**config.mk**
```make
export PLATFORM = sky130hd
export DESIGN_NAME = asm_datapath_unit
export DESIGN_NICKNAME = d
export VERILOG_FILES = /design/src/rtl/asm_datapath_unit.sv
export SDC_FILE = /design/constraint.sdc
export NUM_CORES = 1
export LEC_CHECK = 0
export ABC_CLOCK_PERIOD_IN_PS = 1850
export BUFFER_PORTS_ARGS = -buffer_cell sky130_fd_sc_hd__buf_4
export CORE_MARGIN = 5
export CORE_UTILIZATION = 47
export DETAILED_ROUTE_END_ITERATION = 7
export PLACE_DENSITY = 0.83
export SYNTH_ARGS = -nofsm -noshare
export SYNTH_HDL_FRONTEND = slang
export SYNTH_SLANG_ARGS = --single-unit
```
**constraint.sdc**
```tcl
create_clock -name clk -period 1.85 [get_ports clk]
set_input_delay 0.2775 -clock clk [delete_from_list [all_inputs] [get_ports clk]]
set_output_delay 0.2775 -clock clk [all_outputs]
set_load 0.03 [all_outputs]
```
**src/rtl/asm_datapath_unit.sv**
```systemverilog
// Operand/shift-count datapath driven by the ASM control unit's Enable strobes.
// Optional operation counter on op_count is built when ASM_DATAPATH_OPCOUNT_EN is defined.
module asm_datapath_unit #(
    parameter int DATA_W = 32,
    parameter int CNT_W  = 6,
    parameter int LIMIT  = 32
) (
    input  logic              clk,
    input  logic              rst,
    input  logic              start_req,
    input  logic [DATA_W-1:0] data_in,
    output logic              busy,
    input  logic              Enable3,
    input  logic              Enable7,
    input  logic              Enable9,
    input  logic              Enable10,
    output logic [31:0]       output2,
    output logic [31:0]       output5,
    output logic [31:0]       output8,
    output logic [CNT_W-1:0]  result,
    output logic              result_sat,
    output logic              result_valid,
    input  logic              result_ready,
    output logic              overrun,
    output logic [15:0]       op_count
);

    localparam logic [CNT_W-1:0]  LIMIT_C = CNT_W'(LIMIT);
    localparam logic [CNT_W-1:0]  C_ONE   = CNT_W'(1);
    localparam logic [DATA_W-1:0] X_ONE   = DATA_W'(1);

    logic              pending;
    logic [DATA_W-1:0] operand;
    logic [DATA_W-1:0] x;
    logic [CNT_W-1:0]  c;
    logic              accept;
    logic              x_zero;
    logic              c_at_limit;

    // Enable3 frees the operand register in the same edge, so a coincident request is taken.
    assign accept     = start_req & (~pending | Enable3);
    assign x_zero     = (x == '0);
    assign c_at_limit = (c == LIMIT_C);

    always_ff @(posedge clk or negedge rst) begin
        if (!rst) begin
            pending <= 1'b0;
            operand <= '0;
        end else begin
            if (Enable3) begin
                pending <= start_req;
            end else if (accept) begin
                pending <= 1'b1;
            end
            if (accept) begin
                operand <= data_in;
            end
        end
    end

    // X strobes are mutually prioritised; a masked Enable10 leaves C untouched too.
    always_ff @(posedge clk or negedge rst) begin
        if (!rst) begin
            x <= '0;
            c <= '0;
        end else if (Enable3) begin
            x <= operand;
            c <= '0;
        end else if (Enable7) begin
            x <= x + X_ONE;
        end else if (Enable10) begin
            x <= x >> 1;
            if (!c_at_limit) begin
                c <= c + C_ONE;
            end
        end
    end

    always_ff @(posedge clk or negedge rst) begin
        if (!rst) begin
            result       <= '0;
            result_sat   <= 1'b0;
            result_valid <= 1'b0;
            overrun      <= 1'b0;
        end else begin
            if (Enable9) begin
                result       <= c;
                result_sat   <= ~x_zero;
                result_valid <= 1'b1;
                if (result_valid && !result_ready) begin
                    overrun <= 1'b1;
                end
            end else if (result_valid && result_ready) begin
                result_valid <= 1'b0;
            end
        end
    end

`ifdef ASM_DATAPATH_OPCOUNT_EN
    logic [15:0] op_count_q;

    always_ff @(posedge clk or negedge rst) begin
        if (!rst) begin
            op_count_q <= 16'd0;
        end else if (Enable9) begin
            op_count_q <= op_count_q + 16'd1;
        end
    end

    assign op_count = op_count_q;
`else
    assign op_count = 16'd0;
`endif

    // Status words depend on registers only; the upper bits stay zero for exact "== 1" tests.
    assign busy    = pending;
    assign output2 = {31'b0, pending};
    assign output5 = {31'b0, x[0]};
    assign output8 = {31'b0, x_zero | c_at_limit};

endmodule

```
# After elaboration in Yosys (flattened, before gate mapping)
# Index checks and enable logic that the tools add are counted.
# op_classes
addsub	2
eq_ne	3
n_mux	11
bitwise	5
reduce_logical	10
# ops
cell	n
$mux 32	3
$add 32x1->32 const B	1
$logic_not 32->1	1
$mux 6	4
$add 6x1->6 const B	1
$eq 6x6->1 const B	1
$reduce_bool 2->1	3
$mux 1	4
$ne 2x2->1 const B	2
$reduce_and 3->1	1
$reduce_bool 3->1	1
$logic_and 1x1->1	2
$not 1->1	2
$or 1x1->1	2
$reduce_and 2->1	1
$and 1x1->1	1
$logic_not 1->1	1
# word_totals
reg_bits	80
inputBits	40
out_inout_bits	122
elab_cells	39

# Logic depth before layout (Yosys ltp)
# logic_depth
ltp_word	5
mapped_depth	8
depth_no_buf	6

# Worst setup path before layout
# No wires, ideal clock.
# synth_path
kind	reg-to-reg
from	reg x[0]
to	reg x[22]
setup_ps	121
arrival_ps	1700
required_ps	1729
slack_ps	29
stages_incl_launch_ff	9
path_buffers	2
period_less_slack_ps	1821
cell_sequence	dfrtp_1 > ha_1 > and4_1 > clkbuf_2 > and2_1 > clkbuf_1 > and4_1 > o21ai_0 > a22o_1
# synth_between
elab_chain_cells	3
# synth_rtl
element	line	rtl
start, declared	34	logic [DATA_W-1:0] x;
start signal, assigned	67	x <= operand;
start signal, assigned	70	x <= x + X_ONE;
start signal, assigned	72	x <= x >> 1;
$add 32x1->32	70	
$mux 32	69	end else if (Enable7) begin
$mux 32	66	end else if (Enable3) begin
# No other way between the ends.
# A chain may end at the register's enable or synchronous reset.

# Worst setup path after layout
# layout_path
from	reg x[1]
to	out output8[0]
# layout_between
elab_chain_cells	2
# layout_rtl
element	line	rtl
$logic_not 32->1	42	assign x_zero = (x == '0);
$or 1x1->1	119	assign output8 = {31'b0, x_zero | c_at_limit};
end, declared	19	output logic [31:0] output8,
# No other way between the ends.

==> flow_summary.ini <==
[clocking]
h-tree-depth = 3
cts_tree = yes
cts_inserted_buffers = 9
cts.clk_slew.worst_paths_ns = 0.08
root_buffer = clkbuf_8
cts_buffer_depth = 2
clock-sinks = 80
insertion_delay_ns = 0.36

[synthesis]
async_flop_share_pct = 100
yosys.area.top_type = dfrtp_1
syn_area_per_cell_um2 = 9.66
ys_types = 56
synthFlopType = dfrtp_1
ys_seq_elements = 80
synth_top_area_share_pct = 38.9
synthMostInstantiatedCell = buf_4
synth_area_leaders = dfrtp_1, buf_4, mux2_2
synth-edff-count = 0
synth_area_mm2 = 0.00515
seq_area_frac_synth_pct = 38.9
synthCells = 533
netlist_top_cells_count = buf_4, dfrtp_1, mux2_2
ys_warn_count = 0

[critical_path]
crit_chain = inv_2 > ha_4 > nor4b_4 > nand4_1 > nor2_2 > a31o_2 > buf_6
start_kind = flip-flop
crit_end = output8[0]
crit_slowest_cell = dfrtp_1
slowest_delay_ns = 0.40
worstPathArrival_ns = 1.74
r2r_cells = 6
r2r_slack_ns = 0.08
startpoint = x[1]
required_ns = 1.57
reg2reg_to = x[21]
worstSetupPathType = reg2out
cp_max_fo = 2
timing.rr.start = x[2]
critPathCaptureType = primary output

[power_and_ir_drop]
p_int_uw = 3330
combPwrFrac_pct = 28.0
switching_share_pct = 34.7
p_per_area_mw_per_mm2 = 861
peakVddDrop_mv = 0.513
leakage_uw = 0.00277
p_switching_uw = 1770
sequentialPowerShare_pct = 43.6
power_frac_clock_pct = 28.4

[run_status]
violations = setup timing
outcome = complete, but fails checks

[placed_design]
dp_hpwl_um = 9090
gp_congestion = 0.883
port_buffers = 52
place_inst = 737
post-place-ws_ns = -0.0183

[sta]
rsz0062_at_grt = true
fin_crit_ns = 2.02
hold_ws_ns = 0.128
period_share_pct = 109
drv_slew = 0
max_freq_mhz = 494
fin_skew_ns = 0.0138
max-slew-margin-rel_pct = 65.0
tns_ns = -0.172
setup_viol = 1
worst_pin_slew_ns = 0.523
hold_viol = 0
setup_ws_ns = -0.172

[floorplan]
io_pins = 162
fp.dieH_um = 115
rows = 38
fp.dieW_um = 115
start_util_pct = 47.7
die_area_mm2 = 0.0131
core_mm2 = 0.0108

[cells_and_area]
stdcell_count = 760
antennaDiodeCount = 0
num-nets-final = 659
drive_above_1_share_pct = 31.0
syn2layout_area_growth_pct = 15.1

[drt]
vias = 3941
drc = 0
firstDrtPassIters = 5
drt-initial-drc-count = 268
totalWireLength_um = 12300
via_per_inst = 5.19
ant_nets = 0
routedWlPerCell_um = 16.2

[global_route]
grt_pass1_wl_um = 19100
grt_usage_pct = 18.5
grt_max_degree = 42
overflow = 0
grt_antenna_before_repair = 0
grt_pass1_vias = 3826

[run]
drv_cap = 0

[hold_path]
min_path_type = in2reg
worst max-delay path, delay by kind of cell (launching register included):
| kind | cells | cell delay [ns] |
|---|---|---|
| AOI/OAI and AO/OA | 1 | 0.14 |
| and+or+nand+nor | 3 | 0.52 |
| buffers and inverters | 2 | 0.21 |
| DFF | 1 | 0.40 |
| adders and majority gates | 1 | 0.13 |
through the flow:
| step | power (uW) | util [%] | area [um^2] |
|---|---|---|---|
| global route | 5350 | 54.9 | 5930 |
| finish | 5100 | 54.9 | 5930 |
| global placement | 3500 | 51.1 | 5520 |
| CTS | 5080 | 54.4 | 5870 |
| floorplan | 3270 | - | 5550 |
| detailed placement | 3540 | 51.1 | 5520 |
cell families after synthesis:
family                   Yosys count  share of synthesized area (%)
buffers and inverters            148                           19.1
AND/OR/NAND/NOR                  138                           14.7
AO/OA/AOI/OAI                     89                           11.5
flip-flops                        80                           38.9
multiplexers                      55                           11.7
XOR/XNOR                          18                           3.06
adder cells (fa/ha/maj)            4                          0.972
other                              1                         0.0729
per-layer routing:
layer | wire, um | track usage, % | up-vias
met4 | 265 | 7.60 | 0
met1 | 5180 | 24.5 | 1928
li1 | - | - | 1819
met3 | 989 | 4.07 | 20
met5 | 0 | 0 | -
met2 | 5890 | 29.2 | 174
power groups by stage:
stage / logic, uW / registers [uW] / clock network (uW)
5_1_grt: 1560 / 2250 / 1550
4_1_cts: 1400 / 2210 / 1480
2_1_floorplan: 1090 / 2180 / 0
3_3_place_gp: 1290 / 2210 / 0
6_report: 1430 / 2220 / 1450
3_5_place_dp: 1320 / 2220 / 0
state kept, by name, indices dropped and copies added, names as in the netlist:
register,cells
overrun,1
busy,1
c,6
result_sat,1
x,32
operand,32
result_valid,1
result,6
repair_timing:
action                                 4_1_cts  5_1_grt
pin swaps                                    8        5
hold buffers                                 1        0
resized for setup                           16       19
buffers inserted                             7        1
setup endpoints to repair                    1       16
endpoints found under the hold margin       15        0
cells in the final DEF, fill, tap and decap left out, types with 4 or more instances in the layout:
master | synthesis | routed
mux2_2 | 41 | 40
xnor2_1 | 6 | 6
buf_4 | 111 | 97
inv_1 | 7 | 5
dfrtp_1 | 80 | 76
a31oi_1 | 5 | 5
and2_1 | 7 | 4
and3_1 | 10 | 8
mux2i_1 | 14 | 14
nor2_1 | 33 | 32
clkbuf_8 | 0 | 9
xor2_1 | 12 | 12
nor4_2 | 0 | 4
conb_1 | 1 | 109
a21oi_1 | 22 | 22
nor3_1 | 6 | 5
dfrtp_2 | 0 | 4
nand2_1 | 34 | 33
a22o_1 | 5 | 5
o221ai_1 | 5 | 5
nand3_1 | 9 | 8
o21ai_0 | 21 | 21
nand4_1 | 15 | 15
worst min path at each step:
stage | from | to | cells past startpoint
after floorplan | rst | busy | 0
after global placement | rst | result[1] | 1
after detailed placement | rst | result[0] | 1
after CTS | start_req | busy | 2
after global routing | start_req | busy | 2
final | start_req | busy | 2
area by class of cell:
type,instances,area (um^2)
inverters,9,33.8
flip-flops and latches,80,2010
well taps,140,175
multi-input cells,413,2690
clock buffers,9,124
repair buffers,102,801
fillers,978,4870
clock inverters,7,95.1
Power figures use the tool's default switching activity.
